[src/rtl/indicator_sequencer.sv]
// Turns the capture FSM's one-hot button state into left/right 3-lamp sweep/blink animations.
// Latency: sel sampled at edge n sets mode/err/lamps after edge n; lamps decode from registered state.
// Backpressure: none; sel is consumed every cycle and outputs are free-running.
module indicator_sequencer #(
  parameter int DIV = 4
) (
  input  logic       clk,
  input  logic       reset,
  input  logic [4:0] sel,
  output logic [2:0] l_lamp,
  output logic [2:0] r_lamp,
  output logic [2:0] mode,
  output logic       err,
  output logic       wrap
);

  typedef enum logic [2:0] {
    M_IDLE   = 3'd0,
    M_LSWEEP = 3'd1,
    M_LBLINK = 3'd2,
    M_RSWEEP = 3'd3,
    M_RBLINK = 3'd4
  } mode_t;

  localparam logic [7:0] PRESC_LAST = 8'(DIV - 1);

  mode_t      mode_q, mode_d, mode_dec;
  logic       err_q, err_d, err_dec;
  logic [7:0] presc_q, presc_d;
  logic [1:0] step_q, step_d;
  logic       wrap_q, wrap_d;

  // Decode the sel vector into a requested mode; multi-hot vectors fall back to idle with err.
  always_comb begin
    mode_dec = M_IDLE;
    err_dec  = 1'b0;
    case (sel)
      5'b00000, 5'b00001: mode_dec = M_IDLE;
      5'b00010:           mode_dec = M_LSWEEP;
      5'b00100:           mode_dec = M_LBLINK;
      5'b01000:           mode_dec = M_RSWEEP;
      5'b10000:           mode_dec = M_RBLINK;
      default:            err_dec  = 1'b1;
    endcase
  end

  // Next-state: a mode change restarts the animation; idle holds counters; otherwise step every DIV cycles.
  always_comb begin
    mode_d  = mode_q;
    err_d   = err_dec;
    presc_d = presc_q;
    step_d  = step_q;
    wrap_d  = 1'b0;
    if (mode_dec != mode_q) begin
      mode_d  = mode_dec;
      presc_d = 8'd0;
      step_d  = 2'd0;
    end else if (mode_q == M_IDLE) begin
      presc_d = 8'd0;
      step_d  = 2'd0;
    end else if (presc_q == PRESC_LAST) begin
      presc_d = 8'd0;
      step_d  = step_q + 2'd1;
      wrap_d  = (step_q == 2'd3);
    end else begin
      presc_d = presc_q + 8'd1;
    end
  end

  // State register; reset acts immediately so lamps go dark mid-animation.
  always_ff @(posedge clk or posedge reset) begin
    if (reset) begin
      mode_q  <= M_IDLE;
      err_q   <= 1'b0;
      presc_q <= 8'd0;
      step_q  <= 2'd0;
      wrap_q  <= 1'b0;
    end else begin
      mode_q  <= mode_d;
      err_q   <= err_d;
      presc_q <= presc_d;
      step_q  <= step_d;
      wrap_q  <= wrap_d;
    end
  end

  // Lamp decode from registered mode/step only, so sel glitches never reach the lamps directly.
  always_comb begin
    logic [2:0] sweep_pat;
    logic [2:0] blink_pat;
    case (step_q)
      2'd0:    sweep_pat = 3'b001;
      2'd1:    sweep_pat = 3'b011;
      2'd2:    sweep_pat = 3'b111;
      default: sweep_pat = 3'b000;
    endcase
    blink_pat = step_q[1] ? 3'b000 : 3'b111;
    l_lamp = 3'b000;
    r_lamp = 3'b000;
    case (mode_q)
      M_LSWEEP: l_lamp = sweep_pat;
      M_LBLINK: l_lamp = blink_pat;
      M_RSWEEP: r_lamp = sweep_pat;
      M_RBLINK: r_lamp = blink_pat;
      default:  ;
    endcase
  end

  assign mode = mode_q;
  assign err  = err_q;
  assign wrap = wrap_q;

endmodule

[config.mk]
export PLATFORM = sky130hd
export DESIGN_NAME = indicator_sequencer
export DESIGN_NICKNAME = d
export VERILOG_FILES = /design/src/rtl/indicator_sequencer.sv
export SDC_FILE = /design/constraint.sdc
export NUM_CORES = 1
export LEC_CHECK = 0
export ABC_CLOCK_PERIOD_IN_PS = 4200
export BUFFER_PORTS_ARGS = -buffer_cell sky130_fd_sc_hd__buf_2
export CORE_MARGIN = 10
export CORE_UTILIZATION = 35
export CTS_BUF_LIST = sky130_fd_sc_hd__clkbuf_8
export CTS_CLUSTER_SIZE = 10
export DETAILED_ROUTE_END_ITERATION = 8
export PLACE_DENSITY = 0.61
export SLEW_MARGIN = 25
export SYNTH_ARGS = -nofsm -noshare
export SYNTH_HDL_FRONTEND = slang
export SYNTH_SLANG_ARGS = --single-unit
[constraint.sdc]
create_clock -name clk -period 4.2 [get_ports clk]
set_input_delay 0.84 -clock clk [delete_from_list [all_inputs] [get_ports clk]]
set_output_delay 0.84 -clock clk [all_outputs]
set_load 0.01 [all_outputs]
After elaboration in Yosys (flattened, before gate mapping)
Index checks and enable logic that the tools add are counted.
{ "word_totals": {"in_bits": 7, "elab_cells": 41, "reg_bits": 15} }
{ "op_classes": {"n_reduce_logical": 5, "add_sub_neg": 2, "mux": 15, "n_eq_ne": 14} }
{ "op_table": {"columns": ["operator", "count"], "rows": [
  ["two-way mux 8 bit", 3],
  ["case mux 3 bit (2 select lines)", 2],
  ["case mux 3 bit (4 select lines)", 1],
  ["case mux 3 bit (3 select lines)", 1],
  ["adder 8 x 1 -> 8 bit (second input constant)", 1],
  ["== test 8 x 2 -> 1 bit (second input constant)", 1],
  ["== test 3 x 2 -> 1 bit (second input constant)", 2],
  ["two-way mux 2 bit", 3],
  ["OR reduction 6 bit", 1],
  ["== test 5 x 1 -> 1 bit (second input constant)", 1],
  ["== test 5 x 2 -> 1 bit (second input constant)", 1],
  ["== test 5 x 3 -> 1 bit (second input constant)", 1],
  ["== test 5 x 4 -> 1 bit (second input constant)", 1],
  ["== test 5 bit (second input constant)", 1],
  ["zero test 5 bit", 1],
  ["== test 2 bit (second input constant)", 2],
  ["two-way mux 1 bit", 4],
  ["== test 3 x 1 -> 1 bit (second input constant)", 1],
  ["== test 3 bit (second input constant)", 1],
  ["zero test 3 bit", 1],
  ["two-way mux 3 bit", 1],
  ["inequality test 3 bit", 1],
  ["nonzero test 3 bit", 1],
  ["adder 2 x 1 -> 2 bit (second input constant)", 1],
  ["other kinds (2)", 2]
]} }

Depth between registers and ports, before layout
Gate-level depths: netlist of the first run.
{ "depth": {"ltp_word": 4, "depth_mapped": 6, "mapped_depth_nobuf": 5} }

Worst setup path before layout of the first run
OpenSTA, ideal clock, no wires.
{ "synth_path": {"path_type": "register to output", "from": "register mode_q[1], in the netlist mode[1]", "to": "output port r_lamp[0]", "t_required_ns": 3.360, "slack_ns": 2.140, "arrival_time_ns": 1.220, "n_path_buf": 0, "stages_incl_launch_ff": 4, "cell_sequence": "dfrtp_1 -> inv_1 -> or3_1 -> o21ai_0"} }
{ "synth_via": {"elab_chain_len": 2, "word_cells_on_any_way": 3} }
{ "synth_rtl": {"columns": ["item", "line", "rtl"], "rows": [
  ["start: declaration", "27", "mode_t mode_q, mode_d, mode_dec;"],
  ["start signal: assignment", "79", "mode_q <= mode_d;"],
  ["== test 3 bit or == test 3 x 2 -> 1 bit (tied branches)", "100", "case (mode_q)"],
  ["case mux 3 bit (2 select lines) (*)", "100", null],
  ["end: declaration", "11", "output logic [2:0] r_lamp,"]
]} }
Every way passes the cells marked *; elsewhere a longest branch is shown, timed or not.

Worst setup path in the final report of the first run
Same ends and word-level chain as after synthesis.

==> impl_metrics.toml, run 1 <==
[yosys]
ys.warnings.count = 0
synthDistinctLibCells = 31
synth_edf_count = 0
ys.flop_type = "dfrtp_1"
ys_ff_latch = 15
syn_area_um2 = 945
synth.avg_cell_area_um2 = 9.64
synth.area.top_cells = "dfrtp_1 (40%), nor3_1 (6.9%), o41ai_4 (5.8%)"
yosysSeqAreaShare_pct = 39.7
yosysTopAreaCellShare_pct = 39.7
syn-num-nets = 108
synth_cells = 98
synth_async_sr_flop_share_pct = 100
synth_top_area_cell = "dfrtp_1"

[status]
status = "complete, no violations"

[final_layout]
layout.nets = 126
layout_common_cells = "buf_2 (17), dfrtp_1 (15), nor3_1 (13)"
areaGrowthSynthToFinish_pct = 15.0
drive_above_1_share_pct = 22.6
final_common_cell = "buf_2"
diodes = 0
n_fill_cell = 253
stdcell_area_mm2 = 0.00109

[global_route]
grt_pass1_vias = 813
track_usage_pct = 8.35
grt_pass1_wl_um = 3620
overflow = 0
antenna_found_initial = 0
grt_max_degree = 16

[worst_setup_path]
critical_path.max_fanout = 6
cp.required_ns = 3.36
worst-path-buf-inv = 2
setup.worst_path.class = "reg -> out"
critPathMaxStageDelay_ns = 0.47
timing.critical_path.cells = "inv_1 -> or3_1 -> o21ai_0 -> buf_2"
crit_path_end_kind = "output port"
ff2ff_path_depth = 5
cp_top_family = "flip-flops"
cp_data_arrival_time_ns = 1.54
cp-start-kind = "flip-flop"
cpMaxStageDelayCell = "dfrtp_1"
crit_cells = 4

[cts]
cts_setup_buffers = 0
cts_resized = 0
root_buffer = "clkbuf_8"
clkTransAtPathRegs_ns = 0.06
clk_latency_ns = 0.24
holdBufCountCts = 0
cts_max_path_buffers = 2
cts_tree = "built"
cts_buffers = 3
htree_levels = 1
cts_sinks = 15

[power]
vdd_drop_max_v = 0.000133
power_density_mw_per_mm2 = 277
leakage_nw = 0.490

[placement]
dpl_cell_area_mm2 = 0.00104
hpwl_um = 1580
place.gp.congestion = 0.782
portBuffers = 17

[floorplan]
core_mm2 = 0.00252
placementRows = 18
fp.dieH_um = 72.0
die-width_um = 72.0
die_area_mm2 = 0.00518
start_util_pct = 37.5
ioPinCount = 18

[timing]
final-setup-viol-count = 0
grt_setup_unrepaired = "no"
finalClockSkew_ns = 0.00197
tns_ns = 0
layout_min_cycle_time_ns = 2.38
finalHoldViolCount = 0
slew_headroom_pct = 46.2
fmax_mhz = 420
worst_pin_slew_ns = 0.806
finalCritPeriodShare_pct = 56.7
drv_slew = 0

[drt]
firstDrtPassIters = 4
route.detailed.drc = 0
wl_um = 2040
vias_per_cell = 5.28
vias = 766
ant_nets = 0
wl_per_cell_um = 14.0
drt_iter0_markers = 35

[hold_path]
hp-class = "reg -> reg"
hold_path_depth = 2

[flow_run]
cap_viol_max_count = 0
final cells by class:
type | instances | area (um^2) | share of cell area, %
multi-input cells | 72 | 517 | 47.6
flip-flops and latches | 15 | 375 | 34.6
repair buffers | 17 | 85.1 | 7.83
clock buffers | 3 | 41.3 | 3.80
well taps | 30 | 37.5 | 3.46
inverters | 7 | 26.3 | 2.42
clock inverters | 1 | 3.75 | 0.346
cell usage after synthesis (all sizes together), types with 3 or more instances:
master  count
a21oi       3
and3        3
buf         4
dfrtp      15
ha          3
inv         7
nand2       6
nand3       8
nor2        5
nor3       14
o21ai       3
xnor2       6
xor2        3
path summary, 6_finish.rpt:
kind	slack, ns	to	from
worst max register to register	2.51	step_q[1]	presc_q[0]
min in group asynchronous	0.65	presc_q[2]	reset
worst max-delay path	1.82	r_lamp[0]	mode[1]
max in group asynchronous	3.16	presc_q[3]	reset
worst min register to register	0.60	presc_q[7]	presc_q[7]
worst min-delay path	0.60	presc_q[7]	presc_q[7]
through the flow:
stage	setup WS [ns]	cells	utilization (%)	hold slack [ns]	power, mW
2_1_floorplan	2.14	98	-	0.525	0.180
3_3_place_gp	1.92	141	41.3	0.563	0.190
3_5_place_dp	1.90	141	41.3	0.582	0.191
4_1_cts	1.83	145	43.1	0.600	0.306
5_1_grt	1.71	145	43.1	0.627	0.316
6_report	1.82	145	43.1	0.600	0.301
state kept, by name, indices dropped and copies added, names as in the netlist:
register  count
err           1
presc_q       8
mode          3
step_q        2
wrap          1
metal layers:
| metal | wire (um) | part of all wire, % | track usage, % | up-vias |
|---|---|---|---|---|
| li1 | - | - | - | 386 |
| met1 | 868 | 43 | 8.57 | 369 |
| met2 | 1030 | 51 | 15.1 | 9 |
| met3 | 122 | 6.0 | 2.99 | 2 |
| met4 | 10 | 0.49 | 3.23 | 0 |
| met5 | 0 | 0 | 0 | - |
cells by family after synthesis:
kind of cell,Yosys count,share of synthesized area (%)
flip-flops,15,39.7
buffers and inverters,11,5.56
XOR/XNOR,9,8.34
AO/OA/AOI/OAI,11,12.1
AND/OR/NAND/NOR,47,28.2
multiplexers,1,1.06
adder cells (fa/ha/maj),4,5.03
worst register-to-register path: cells and delay by family, from the launching register on:
kind | cells | cell delay [ns]
adders and majority gates | 1 | 0.24
DFF | 1 | 0.40
muxes | 1 | 0.21
and+or+nand+nor | 3 | 0.70
power breakdown:
part / switching [mW] / leakage [nW] / internal (mW)
Sequential: 0.00267 / 0.205 / 0.147
Combinational: 0.0244 / 0.258 / 0.0136
Clock: 0.0490 / 0.0269 / 0.0646
Total: 0.0761 / 0.490 / 0.225
Note: power is estimated with default switching activity, not from simulation.
==> run 2, diff against run 1 <==
--- a/config.mk
+++ b/config.mk
@@ -5,14 +5,14 @@
 export SDC_FILE = /design/constraint.sdc
 export NUM_CORES = 1
 export LEC_CHECK = 0
-export ABC_CLOCK_PERIOD_IN_PS = 4200
+export ABC_CLOCK_PERIOD_IN_PS = 2100
 export BUFFER_PORTS_ARGS = -buffer_cell sky130_fd_sc_hd__buf_2
 export CORE_MARGIN = 10
 export CORE_UTILIZATION = 35
 export CTS_BUF_LIST = sky130_fd_sc_hd__clkbuf_8
 export CTS_CLUSTER_SIZE = 10
 export DETAILED_ROUTE_END_ITERATION = 8
-export PLACE_DENSITY = 0.61
+export PLACE_DENSITY = 0.63
 export SLEW_MARGIN = 25
 export SYNTH_ARGS = -nofsm -noshare
 export SYNTH_HDL_FRONTEND = slang
==> constraint.sdc (replaced) <==
create_clock -name clk -period 2.1 [get_ports clk]
set_input_delay 0.42 -clock clk [delete_from_list [all_inputs] [get_ports clk]]
set_output_delay 0.42 -clock clk [all_outputs]
set_load 0.01 [all_outputs]
==> run 2 against run 1 <==
  * First-iteration DRC count increased by 63%
  * Combinational power increased by 100%
  * Utilization about the same
  * Register-to-register slack got worse by 2.0 ns
  * Total power increased by 100%
  * Wire length is 0.69% higher
  * Clock power increased by 110%
  * Design area grew 0.12%
  * Critical endpoint unchanged
==> impl_metrics.toml, run 2 (same netlist as run 1, synthesis figures left out) <==
[worst_setup_path]
worst-path-buf-inv = 2
r2r_slack_ns = 0.47
cp.required_ns = 1.68
timing.critical_path.cells = "inv_1 -> or3_1 -> o21ai_0 -> buf_2"
cp-start-kind = "flip-flop"
cp_top_family = "flip-flops"
setup.worst_path.class = "reg -> out"
r2r-end = "step_q[0]"
cpMaxStageDelayCell = "dfrtp_1"
crit_path_end_kind = "output port"
cp_data_arrival_time_ns = 1.55
critical_path.max_fanout = 6
critPathMaxStageDelay_ns = 0.48
ff2ff_path_depth = 5
regToRegStartpoint = "presc_q[0]"

[drt]
vias_per_cell = 5.54
dr_wl_met2_um = 960
route.detailed.drc = 0
vias = 804
wl_um = 2050
wl_met3_um = 146
drt_iter0_markers = 57
ant_nets = 0
wl_met1_um = 916
firstDrtPassIters = 4
routed.top_layer = "met4"
wl_per_cell_um = 14.1

[cts]
cts_buffers = 3
htree_levels = 1
cts_tree = "built"
clkTransAtPathRegs_ns = 0.07
cts_sinks = 15
cts_resized = 0
holdBufCountCts = 0
cts_setup_buffers = 0
clk_latency_ns = 0.26
root_buffer = "clkbuf_8"
cts_max_path_buffers = 2

[final_layout]
largest_reg_flops = 8
final_cells = 145
final_util_pct = 43.1
layout.nets = 126
areaGrowthSynthToFinish_pct = 15.1
layout_common_cells = "buf_2 (17), dfrtp_1 (15), nor3_1 (13)"
drive_above_1_share_pct = 23.5
final_common_cell = "buf_2"
largest_register = "presc_q"
diodes = 0
n_fill_cell = 258

[global_route]
antenna_found_initial = 0
grt_pass1_vias = 746
grt_max_degree = 16
grt_pass1_wl_um = 3570
track_usage_pct = 8.39
overflow = 0

[floorplan]
die-width_um = 72.0
placementRows = 18
die_area_mm2 = 0.00518
start_util_pct = 37.5
core_mm2 = 0.00252
fp.dieH_um = 72.0
ioPinCount = 18

[timing]
slew_headroom_pct = 46.2
finalCritPeriodShare_pct = 94.0
tns_ns = 0
worst_pin_slew_ns = 0.807
finalHoldViolCount = 0
layout_min_cycle_time_ns = 1.97
grt_setup_unrepaired = "no"
fmax_mhz = 506
final-setup-viol-count = 0
finalClockSkew_ns = 0.00697
drv_slew = 0

[placement]
place.gp.congestion = 0.833
placed_cells = 141
portBuffers = 17
hpwl_um = 1540

[power]
vdd_drop_max_v = 0.000388
power_density_mw_per_mm2 = 567
leakage_nw = 0.488

[hold_path]
hp-class = "in -> async"

[flow_run]
cap_viol_max_count = 0

[status]
status = "complete, no violations"
run 2: cell count changes in the layout (fill, tap and decap cells not counted), sizes merged:
cell	delta
clkinv	+1
inv	-1
run 2: worst reg2reg max path, cell delays in order, from the launching register on:
cell and delay (ns):
dfrtp_1 0.40, ha_1 0.24, nor4b_1 0.34, nand2_1 0.26
xnor2_1 0.19, nor3_1 0.06
run 2: how the worst max path moves through the flow:
| stage | cells after the start | startpoint | endpoint | slack (ns) |
|---|---|---|---|---|
| after detailed placement | 5 | sel[1] | wrap | 0.21 |
| after floorplan | 3 | mode[1] | r_lamp[0] | 0.46 |
| after global routing | 4 | mode[1] | r_lamp[2] | 0.02 |
| final | 4 | mode[1] | r_lamp[0] | 0.13 |
| after global placement | 5 | sel[1] | wrap | 0.27 |
| after CTS | 4 | mode[1] | r_lamp[0] | 0.12 |
run 2: layout make-up:
cell class                 instances  area [um^2]  area share [%]
clock buffer                       3         41.3            3.80
clock inverter                     1         5.00           0.460
inverter                           7         26.3            2.42
multi-input combinational         72          517            47.5
sequential                        15          375            34.5
tap                               30         37.5            3.45
timing repair buffer              17         85.1            7.83
run 2: through the flow:
stage | worst slack, ns | total power [mW] | hold WS [ns] | cell area (um^2)
2_1_floorplan | 0.460 | 0.361 | 0.321 | 945
3_3_place_gp | 0.274 | 0.380 | 0.502 | 1040
3_5_place_dp | 0.207 | 0.382 | 0.521 | 1040
4_1_cts | 0.117 | 0.627 | 0.242 | 1090
5_1_grt | 0.0169 | 0.649 | 0.258 | 1090
6_report | 0.126 | 0.617 | 0.214 | 1090
run 2: power by group:
| group | internal, mW | switching [mW] |
|---|---|---|
| sequential | 0.294 | 0.00518 |
| clock | 0.132 | 0.110 |
| combinational | 0.0272 | 0.0493 |
run 2: layer usage:
| metal | vias to the layer above | GRT usage, % |
|---|---|---|
| li1 | 386 | - |
| met1 | 398 | 9.07 |
| met2 | 16 | 13.7 |
| met3 | 4 | 4.22 |
| met4 | 0 | 3.23 |
| met5 | - | 0 |
